--- src/rtl/smpl_pkg.sv ---
// Shared opcodes, system codes and FSM state type for the smpl_vhdl accumulator CPU.
package smpl_pkg;

  localparam logic [2:0] OP_SYS = 3'b000;
  localparam logic [2:0] OP_LDA = 3'b001;
  localparam logic [2:0] OP_ADD = 3'b010;
  localparam logic [2:0] OP_DEC = 3'b011;
  localparam logic [2:0] OP_STA = 3'b100;
  localparam logic [2:0] OP_JMP = 3'b101;
  localparam logic [2:0] OP_JZ  = 3'b110;
  localparam logic [2:0] OP_JN  = 3'b111;

  localparam logic [7:0] SYS_NOP  = 8'h00;
  localparam logic [7:0] SYS_PUSH = 8'h01;
  localparam logic [7:0] SYS_POP  = 8'h02;
  localparam logic [7:0] SYS_HALT = 8'h1F;

  localparam logic [4:0] SP_RESET = 5'h1F;

  typedef enum logic [1:0] {
    StFetch,
    StExec,
    StHalt
  } state_e;

endpackage

--- src/rtl/smpl_alu.sv ---
// Combinational ALU: load/pass-through, add and subtract, with zero and negative flags.
module smpl_alu
  import smpl_pkg::*;
(
  input  logic [7:0] acc,
  input  logic [7:0] operand,
  input  logic [2:0] op,
  output logic [7:0] result,
  output logic       z,
  output logic       n
);

  always_comb begin
    unique case (op)
      OP_ADD:  result = acc + operand;
      OP_DEC:  result = acc - operand;
      // LDA and POP both just load the memory operand.
      default: result = operand;
    endcase
    z = (result == 8'h00);
    n = result[7];
  end

endmodule

--- src/rtl/smpl_vhdl.sv ---
// Two-cycle (fetch/exec) 8-bit accumulator CPU with Harvard memories and a
// hardware stack growing down from the top of data memory.
module smpl_vhdl
  import smpl_pkg::*;
(
  input  logic       clk,
  input  logic       reset,
  output logic       rd_mem,
  output logic       wr_mem,
  output logic [4:0] im_abus,
  input  logic [7:0] im_dbus,
  output logic [4:0] dm_abus,
  input  logic [7:0] dm_in_dbus,
  output logic [7:0] dm_out_dbus
);

  state_e     state_q, state_d;
  logic [4:0] pc_q, pc_d;
  logic [4:0] sp_q, sp_d;
  logic [7:0] ir_q, ir_d;
  logic [7:0] acc_q, acc_d;
  logic       z_q, z_d;
  logic       n_q, n_d;

  logic [2:0] op;
  logic [4:0] addr;
  logic [7:0] alu_result;
  logic       alu_z, alu_n;

  assign op   = ir_q[7:5];
  assign addr = ir_q[4:0];

  smpl_alu u_alu (
    .acc     (acc_q),
    .operand (dm_in_dbus),
    .op      (op),
    .result  (alu_result),
    .z       (alu_z),
    .n       (alu_n)
  );

  // State register
  always_ff @(posedge clk) begin
    if (!reset) begin
      state_q <= StFetch;
    end else begin
      state_q <= state_d;
    end
  end

  // Next-state logic
  always_comb begin
    state_d = state_q;
    unique case (state_q)
      StFetch: state_d = StExec;
      StExec:  state_d = (ir_q == SYS_HALT) ? StHalt : StFetch;
      StHalt:  state_d = StHalt;
      default: state_d = StFetch;
    endcase
  end

  // Memory strobes and data address, decoded only in EXEC
  always_comb begin
    rd_mem  = 1'b0;
    wr_mem  = 1'b0;
    dm_abus = 5'h00;
    if (state_q == StExec) begin
      unique case (op)
        OP_LDA, OP_ADD, OP_DEC: begin
          rd_mem  = 1'b1;
          dm_abus = addr;
        end
        OP_STA: begin
          wr_mem  = 1'b1;
          dm_abus = addr;
        end
        OP_SYS: begin
          if (ir_q == SYS_PUSH) begin
            wr_mem  = 1'b1;
            dm_abus = sp_q;
          end else if (ir_q == SYS_POP) begin
            rd_mem  = 1'b1;
            dm_abus = sp_q + 5'd1;
          end
        end
        default: ;
      endcase
    end
  end

  assign im_abus     = pc_q;
  assign dm_out_dbus = acc_q;

  // Datapath registers
  always_ff @(posedge clk) begin
    if (!reset) begin
      pc_q  <= 5'h00;
      ir_q  <= 8'h00;
      acc_q <= 8'h00;
      sp_q  <= SP_RESET;
      z_q   <= 1'b0;
      n_q   <= 1'b0;
    end else begin
      pc_q  <= pc_d;
      ir_q  <= ir_d;
      acc_q <= acc_d;
      sp_q  <= sp_d;
      z_q   <= z_d;
      n_q   <= n_d;
    end
  end

  always_comb begin
    pc_d  = pc_q;
    ir_d  = ir_q;
    acc_d = acc_q;
    sp_d  = sp_q;
    z_d   = z_q;
    n_d   = n_q;
    unique case (state_q)
      StFetch: begin
        ir_d = im_dbus;
        pc_d = pc_q + 5'd1;
      end
      StExec: begin
        unique case (op)
          OP_LDA, OP_ADD, OP_DEC: begin
            acc_d = alu_result;
            z_d   = alu_z;
            n_d   = alu_n;
          end
          OP_JMP: pc_d = addr;
          // Branches see flags left by earlier instructions.
          OP_JZ:  if (z_q) pc_d = addr;
          OP_JN:  if (n_q) pc_d = addr;
          OP_SYS: begin
            if (ir_q == SYS_PUSH) begin
              sp_d = sp_q - 5'd1;
            end else if (ir_q == SYS_POP) begin
              sp_d  = sp_q + 5'd1;
              acc_d = alu_result;
              z_d   = alu_z;
              n_d   = alu_n;
            end
          end
          default: ;
        endcase
      end
      default: ;
    endcase
  end

endmodule

--- config.mk ---
export PLATFORM = sky130hd
export DESIGN_NAME = smpl_vhdl
export DESIGN_NICKNAME = d
export VERILOG_FILES = /design/src/rtl/smpl_pkg.sv /design/src/rtl/smpl_alu.sv /design/src/rtl/smpl_vhdl.sv
export SDC_FILE = /design/constraint.sdc
export NUM_CORES = 1
export LEC_CHECK = 0
export ABC_AREA = 1
export CORE_UTILIZATION = 55
export DETAILED_ROUTE_END_ITERATION = 8
export PLACE_DENSITY = 0.92
export SLEW_MARGIN = 30
export SYNTH_ARGS = -nofsm -noshare
export SYNTH_HDL_FRONTEND = slang
export SYNTH_HIERARCHICAL = 1
export SYNTH_SLANG_ARGS = --single-unit
--- constraint.sdc ---
create_clock -name clk -period 4.25 [get_ports clk]
set_input_delay 1.275 -clock clk [delete_from_list [all_inputs] [get_ports clk]]
set_output_delay 1.275 -clock clk [all_outputs]
set_load 0.03 [all_outputs]
* Word-level counts from Yosys, hierarchy flattened
Index checks and enable logic that the tools add are counted.
Word-level totals: register bits 30, bits in latches 0, bits in writable memories 0, ROM bits 0, input port bits 18, output and inout port bits 20, memories kept 0
Cells by class: $add $sub $neg 5, multiply operators 0, divide/modulo/power cells 0, $lt $le $gt $ge 0, equal/unequal tests 17, shifts and indexed selects 0, multiplexer cells 29, bitwise operators 0, reductions and logical operators 11
Operators with widths (count):
- 5-bit two-way mux | 7
- 8-bit case mux with 2 select lines | 2
- 5-bit case mux with 2 select lines | 2
- 8-bit two-way mux | 2
- 5-bit case mux with 3 select lines | 1
- 3-bit equality test (second input constant) | 4
- 5-bit by 1-bit adder with 5-bit output (second input constant) | 2
- 1-bit two-way mux | 9
- 8-bit adder | 1
- 8-bit by 1-bit equality test with 1-bit output (second input constant) | 1
- 8-bit by 2-bit equality test with 1-bit output (second input constant) | 1
- 8-bit by 5-bit equality test with 1-bit output (second input constant) | 1
- 8-bit logical NOT | 1
- 1-bit case mux with 2 select lines | 4
- 4-bit AND reduction | 2
- 8-bit subtractor | 1
- 3-bit by 2-bit equality test with 1-bit output (second input constant) | 2
- 3-bit inequality test (second input constant) | 2
- 2-bit case mux with 3 select lines | 1
- 2-bit nonzero test | 3
- 5-bit by 1-bit subtractor with 5-bit output (second input constant) | 1
- 2-bit inequality test (second input constant) | 2
- 4-bit by 1-bit inequality test with 1-bit output (second input constant) | 1
- 4-bit OR reduction | 1
- other kinds (8) | 8

* Depth between registers and ports, before layout
depth in word-level cells 6, depth in mapped cells 21, gate-level depth less buffers 21

* Cells and area by module
The synthesis kept the hierarchy.
By module, submodules not included:
- smpl_vhdl | times used 1, cells each 278, area an instance 1745.4 um^2, sequential area each 600.6 um^2
- smpl_alu | times used 1, cells each 147, area an instance 734.5 um^2, sequential area each 0.0 um^2

* Worst setup path after synthesis
No wires, ideal clock.
path kind input to register, start point input dm_in_dbus[0], end point register acc_q[7], in the netlist dm_out_dbus[7], library setup time 113 ps, arrival 3312 ps, data required time 4137 ps, slack 825 ps, stages on the path 21, buffers on the path 1, cell sequence inv_1 -> ha_1 -> inv_1 -> nor3_1 -> inv_1 -> o31ai_1 -> xor2_1 -> inv_1 -> ha_1 -> nand2_1 -> inv_1 -> a21oi_1 -> nand2_1 -> inv_1 -> nand2_1 -> nand3_1 -> nand2_2 -> buf_4 -> nand3b_1 -> nand2_1 -> nor2_1
Between the ends: longest elaborated chain between the ends 5, elaborated cells on any way between the ends 6, classes of those cells add/sub (2); mux (4)
RTL lines:
- from (decl) | line smpl_vhdl.sv:13 | input logic [7:0] dm_in_dbus,
- 8-bit subtractor or 8-bit adder (tied branches) | line smpl_alu.sv:16, smpl_alu.sv:15
- 8-bit case mux with 2 select lines (*) | line smpl_alu.sv:14 | unique case (op)
- via alu_n | line smpl_vhdl.sv:28 | logic alu_z, alu_n;
- 8-bit two-way mux | line smpl_vhdl.sv:139 | end else if (ir_q == SYS_POP) begin
- 8-bit two-way mux | line smpl_vhdl.sv:137 | if (ir_q == SYS_PUSH) begin
- 8-bit case mux with 2 select lines (*) | line smpl_vhdl.sv:126 | unique case (op)
- to (signal assigned) | line smpl_vhdl.sv:99 | acc_q <= 8'h00;
- to (signal assigned) | line smpl_vhdl.sv:106 | acc_q <= acc_d;
- to (decl) | line smpl_vhdl.sv:21 | logic [7:0] acc_q, acc_d;
Mark *: on every way through the listed nets, which the timed path passes. The rest lies on a longest branch. The select of a mux whose other input is x is not followed. A chain may end at the register's enable or synchronous reset.

* Worst setup path in the final report
start point register state_q[0], end point output dm_abus[0]
Between the ends: longest elaborated chain between the ends 2
RTL lines:
- from (decl) | line smpl_vhdl.sv:17 | state_e state_q, state_d;
- from (signal assigned) | line smpl_vhdl.sv:45 | state_q <= StFetch;
- from (signal assigned) | line smpl_vhdl.sv:47 | state_q <= state_d;
- 2-bit by 1-bit equality test with 1-bit output | line smpl_vhdl.sv:67 | if (state_q == StExec) begin
- 5-bit two-way mux | line smpl_vhdl.sv:67
- to (decl) | line smpl_vhdl.sv:12 | output logic [4:0] dm_abus,
No other way between the ends.

==> run summary <==
======================================================================================
Outcome                                                                   finished, final reports clean
Number of slew-limit violations in the final report                                  0
Via density                                                                       5.22
First-pass DRT Iterations                                                            4
Post-Syn Area                                                              0.00248 mm²
Instance count of the mapped netlist                                               425
Leakage component of the power                                                 1.52 nW
Overall via count from detail_route                                               2679
Count of distinct cell types in the synthesized netlist                             31
Post-Synthesis Net Count                                                           455
Clock slew at the register clock pins of the worst setup and hold paths          70 ps
Count of buffers from port buffering                                                37
Maximum fanout along the worst path                                                 12
Number of buffers inserted during clock tree synthesis                               5
Multi-input combinational cell area                                        0.00157 mm²
Top library cells by usage in the layout, fill and taps aside             134 x nand2_1, 57 x inv_1, 52 x nor2_1
Number of global-route vias before repair                                         2469
Residual overflow from global routing                                                0
Critical path required time                                                    2970 ps
Final hold violations                                                                0
# Max-Cap Violations                                                                 0
Most common library cell in the layout ignoring fill and taps                  nand2_1
Setup violators final                                                                0
Instance count on the critical path                                                  9
Largest family of logic cells by synthesized area                         simple AND/OR/NAND/NOR gates
Count of hold buffers inserted by post-cts repair                                    0
Fin Setup TNS                                                                     0 ps
GPL Wtd Cong                                                                     0.910
Core footprint                                                             0.00435 mm²
Type of element launching the critical path                                   register
WL/cell                                                                        11.5 µm
Global-route wire length before repair                                         10.4 mm
Fin nets                                                                           490
Rows                                                                                24
Maximum number of pins on one net before global-route repair                        29
Worst clock skew                                                               3.76 ps
Synthesized area divided by synthesized cell count                            5.84 µm²
Buffer levels on the longest clock path                                              2
Slew of the pin with the lowest slew margin                                     516 ps
Initial standard-cell utilization of the core                                    57.0%
Power density over the cells                                                293 mW/mm²
Compound-Gate Fraction of Synth Area                                             8.27%
Tcrit/Tclk final                                                                 90.3%
Clock root buffer                                                             clkbuf_8
Number of synthesis warnings                                                         6
Global router's overall resource usage                                           26.1%
Placed Instance Area                                                       0.00287 mm²
Post-synthesis mux area share                                                       0%
Io pins                                                                             38
Shortest period the worst path allows                                          3840 ps
Critical Path Slowest Stage Cell                                          clkdlybuf4s50_1
Number of cell instances on the worst register-to-register path                     16
ANT nets after route                                                                 0
Count of buffering cells on the critical path with inverters included                4
Dominant cell type by area after synthesis                                     dfxtp_1
Most area-consuming cells after synthesis                                 dfxtp_1 24%, nand2_1 20%, inv_1 8.6%, nand3_1 8.1%, nor2_1 7.9%
Final Total Pwr                                                             0.000868 W
Skew-Pair Late Insertion Delay                                                  290 ps
Adder-cell share of the synthesized area                                         6.36%
DR DRC count                                                                         0
Parity-gate share of the synthesized area counting xor and xnor cells            3.18%
Number of fill cells                                                               401
Die boundary height                                                            69.2 µm
Floorplan die area                                                         0.00478 mm²
Fin util                                                                         68.0%
Final HPWL from detailed placement                                             4.39 mm
Critical Path, Cell by Cell                                               inv_2, nor2_4, inv_4, nor2_4, nand2_1, inv_2, nand2_1, o21ai_1, clkdlybuf4s50_1
Diodes inserted                                                                      0
Top cell type's share of synthesized area                                        24.2%
Setup repair after global routing missed its margin                                 no
Layout cell share with drive strength beyond 1                                   7.59%
Share of the yosys chip area belonging to registers                              24.2%
Max H-tree Level                                                                     2
Type of element capturing the critical path                                output port
TritonCTS clock tree                                                              done
Area growth, synth to finish                                                     19.4%
Final Cell Area                                                            0.00296 mm²
Number of antenna violations at the first check in global routing                    0
Area fraction in and, or, nand and nor cells after synthesis                     45.6%
Arrival time at the worst endpoint                                             2560 ps
Clk sinks                                                                           30
Headroom to the max-slew limit                                                   65.6%
Crit path max-delay family                                                buffers and inverters
Path type of the worst min-delay path                                     register to register
Hold-critical path depth                                                             2
Sequential standard cell area                                                  601 µm²
Largest vdd supply drop                                                       0.200 mV
Post-CTS Repair Setup Buffers                                                        0
Iteration-0 DRC Markers                                                            189
Crit path largest cell delay                                                    680 ps
Cts repair resizes                                                                   0
Register bit total from synthesis                                                   30
Chip width                                                                     69.2 µm
Total length of routed wires                                                   5.89 mm
Fmax                                                                           260 MHz
Type of the worst setup path                                              register to output port
======================================================================================
-- worst paths after layout --
path	from	endpoint	slack [ps]
worst min-delay path	ir_q[4]	ir_q[4]	500
worst min register to register	ir_q[4]	ir_q[4]	500
worst max register to register	ir_q[6]	z_q	1510
worst max-delay path	state_q[0]	dm_abus[0]	410
-- synth_stat cells, drive strengths merged --
| library cell | count |
|---|---|
| nand3 | 41 |
| nand2 | 139 |
| inv | 67 |
| a21oi | 15 |
| xor2 | 5 |
| buf | 6 |
| nor3 | 2 |
| o31ai | 1 |
| dfxtp | 30 |
| or2 | 1 |
| ha | 11 |
| nand4 | 6 |
| o21ai | 20 |
| a211oi | 1 |
| nor2 | 58 |
| clkbuf | 4 |
| nand3b | 12 |
| fa | 1 |
| xnor2 | 4 |
| a21boi | 1 |
-- final cells by class --
| cell class | count | share of cell area (%) |
|---|---|---|
| Clock inverter | 2 | 0.423 |
| Tap cell | 52 | 2.20 |
| Clock buffer | 6 | 2.79 |
| Multi-Input combinational cell | 318 | 53.1 |
| Timing Repair Buffer | 38 | 12.6 |
| Inverter | 67 | 8.58 |
| Sequential cell | 30 | 20.3 |
-- worst min-delay path: cells and delay by family (launching register included) --
family | cells | cell delay (ps)
AOI/OAI and AO/OA | 1 | 60
buffers and inverters | 1 | 80
DFF | 1 | 310
-- power breakdown --
group / internal [W] / switching [W]
clock: 0.000130 / 0.000117
combinational: 0.000116 / 0.000180
sequential: 0.000302 / 0.0000244
-- state kept, by name (all words and copies together), names as in the netlist --
| name | count |
|---|---|
| dm_out_dbus | 8 |
| z_q | 1 |
| n_q | 1 |
| ir_q | 8 |
| im_abus | 5 |
| sp_q | 5 |
| state_q | 2 |
-- cells by family (layout without fill, tap and decap cells) --
group                      count (synthesis)  after routing
and+or+nand+nor                          259            259
buffers and inverters                     77            113
xor gates and xnor gates                   9              9
AOI/OAI and AO/OA                         38             38
adders and majority gates                 12             12
DFF                                       30             30
-- per-layer routing --
metal	track usage (%)	part of all wire, %
met5	0	0
met4	11.8	2.0
met3	5.56	6.6
met1	31.4	45
met2	44.4	47
-- metrics by stage --
| stage | hold WS (ps) | worst slack [ps] | instances |
|---|---|---|---|
| global placement | 472 | 306 | 505 |
| detailed placement | 480 | 229 | 505 |
| finish | 499 | 411 | 513 |
| global route | 533 | 222 | 513 |
| CTS | 501 | 412 | 513 |
| floorplan | 455 | 825 | 425 |
No activity file was read; power rests on OpenSTA's default activity.
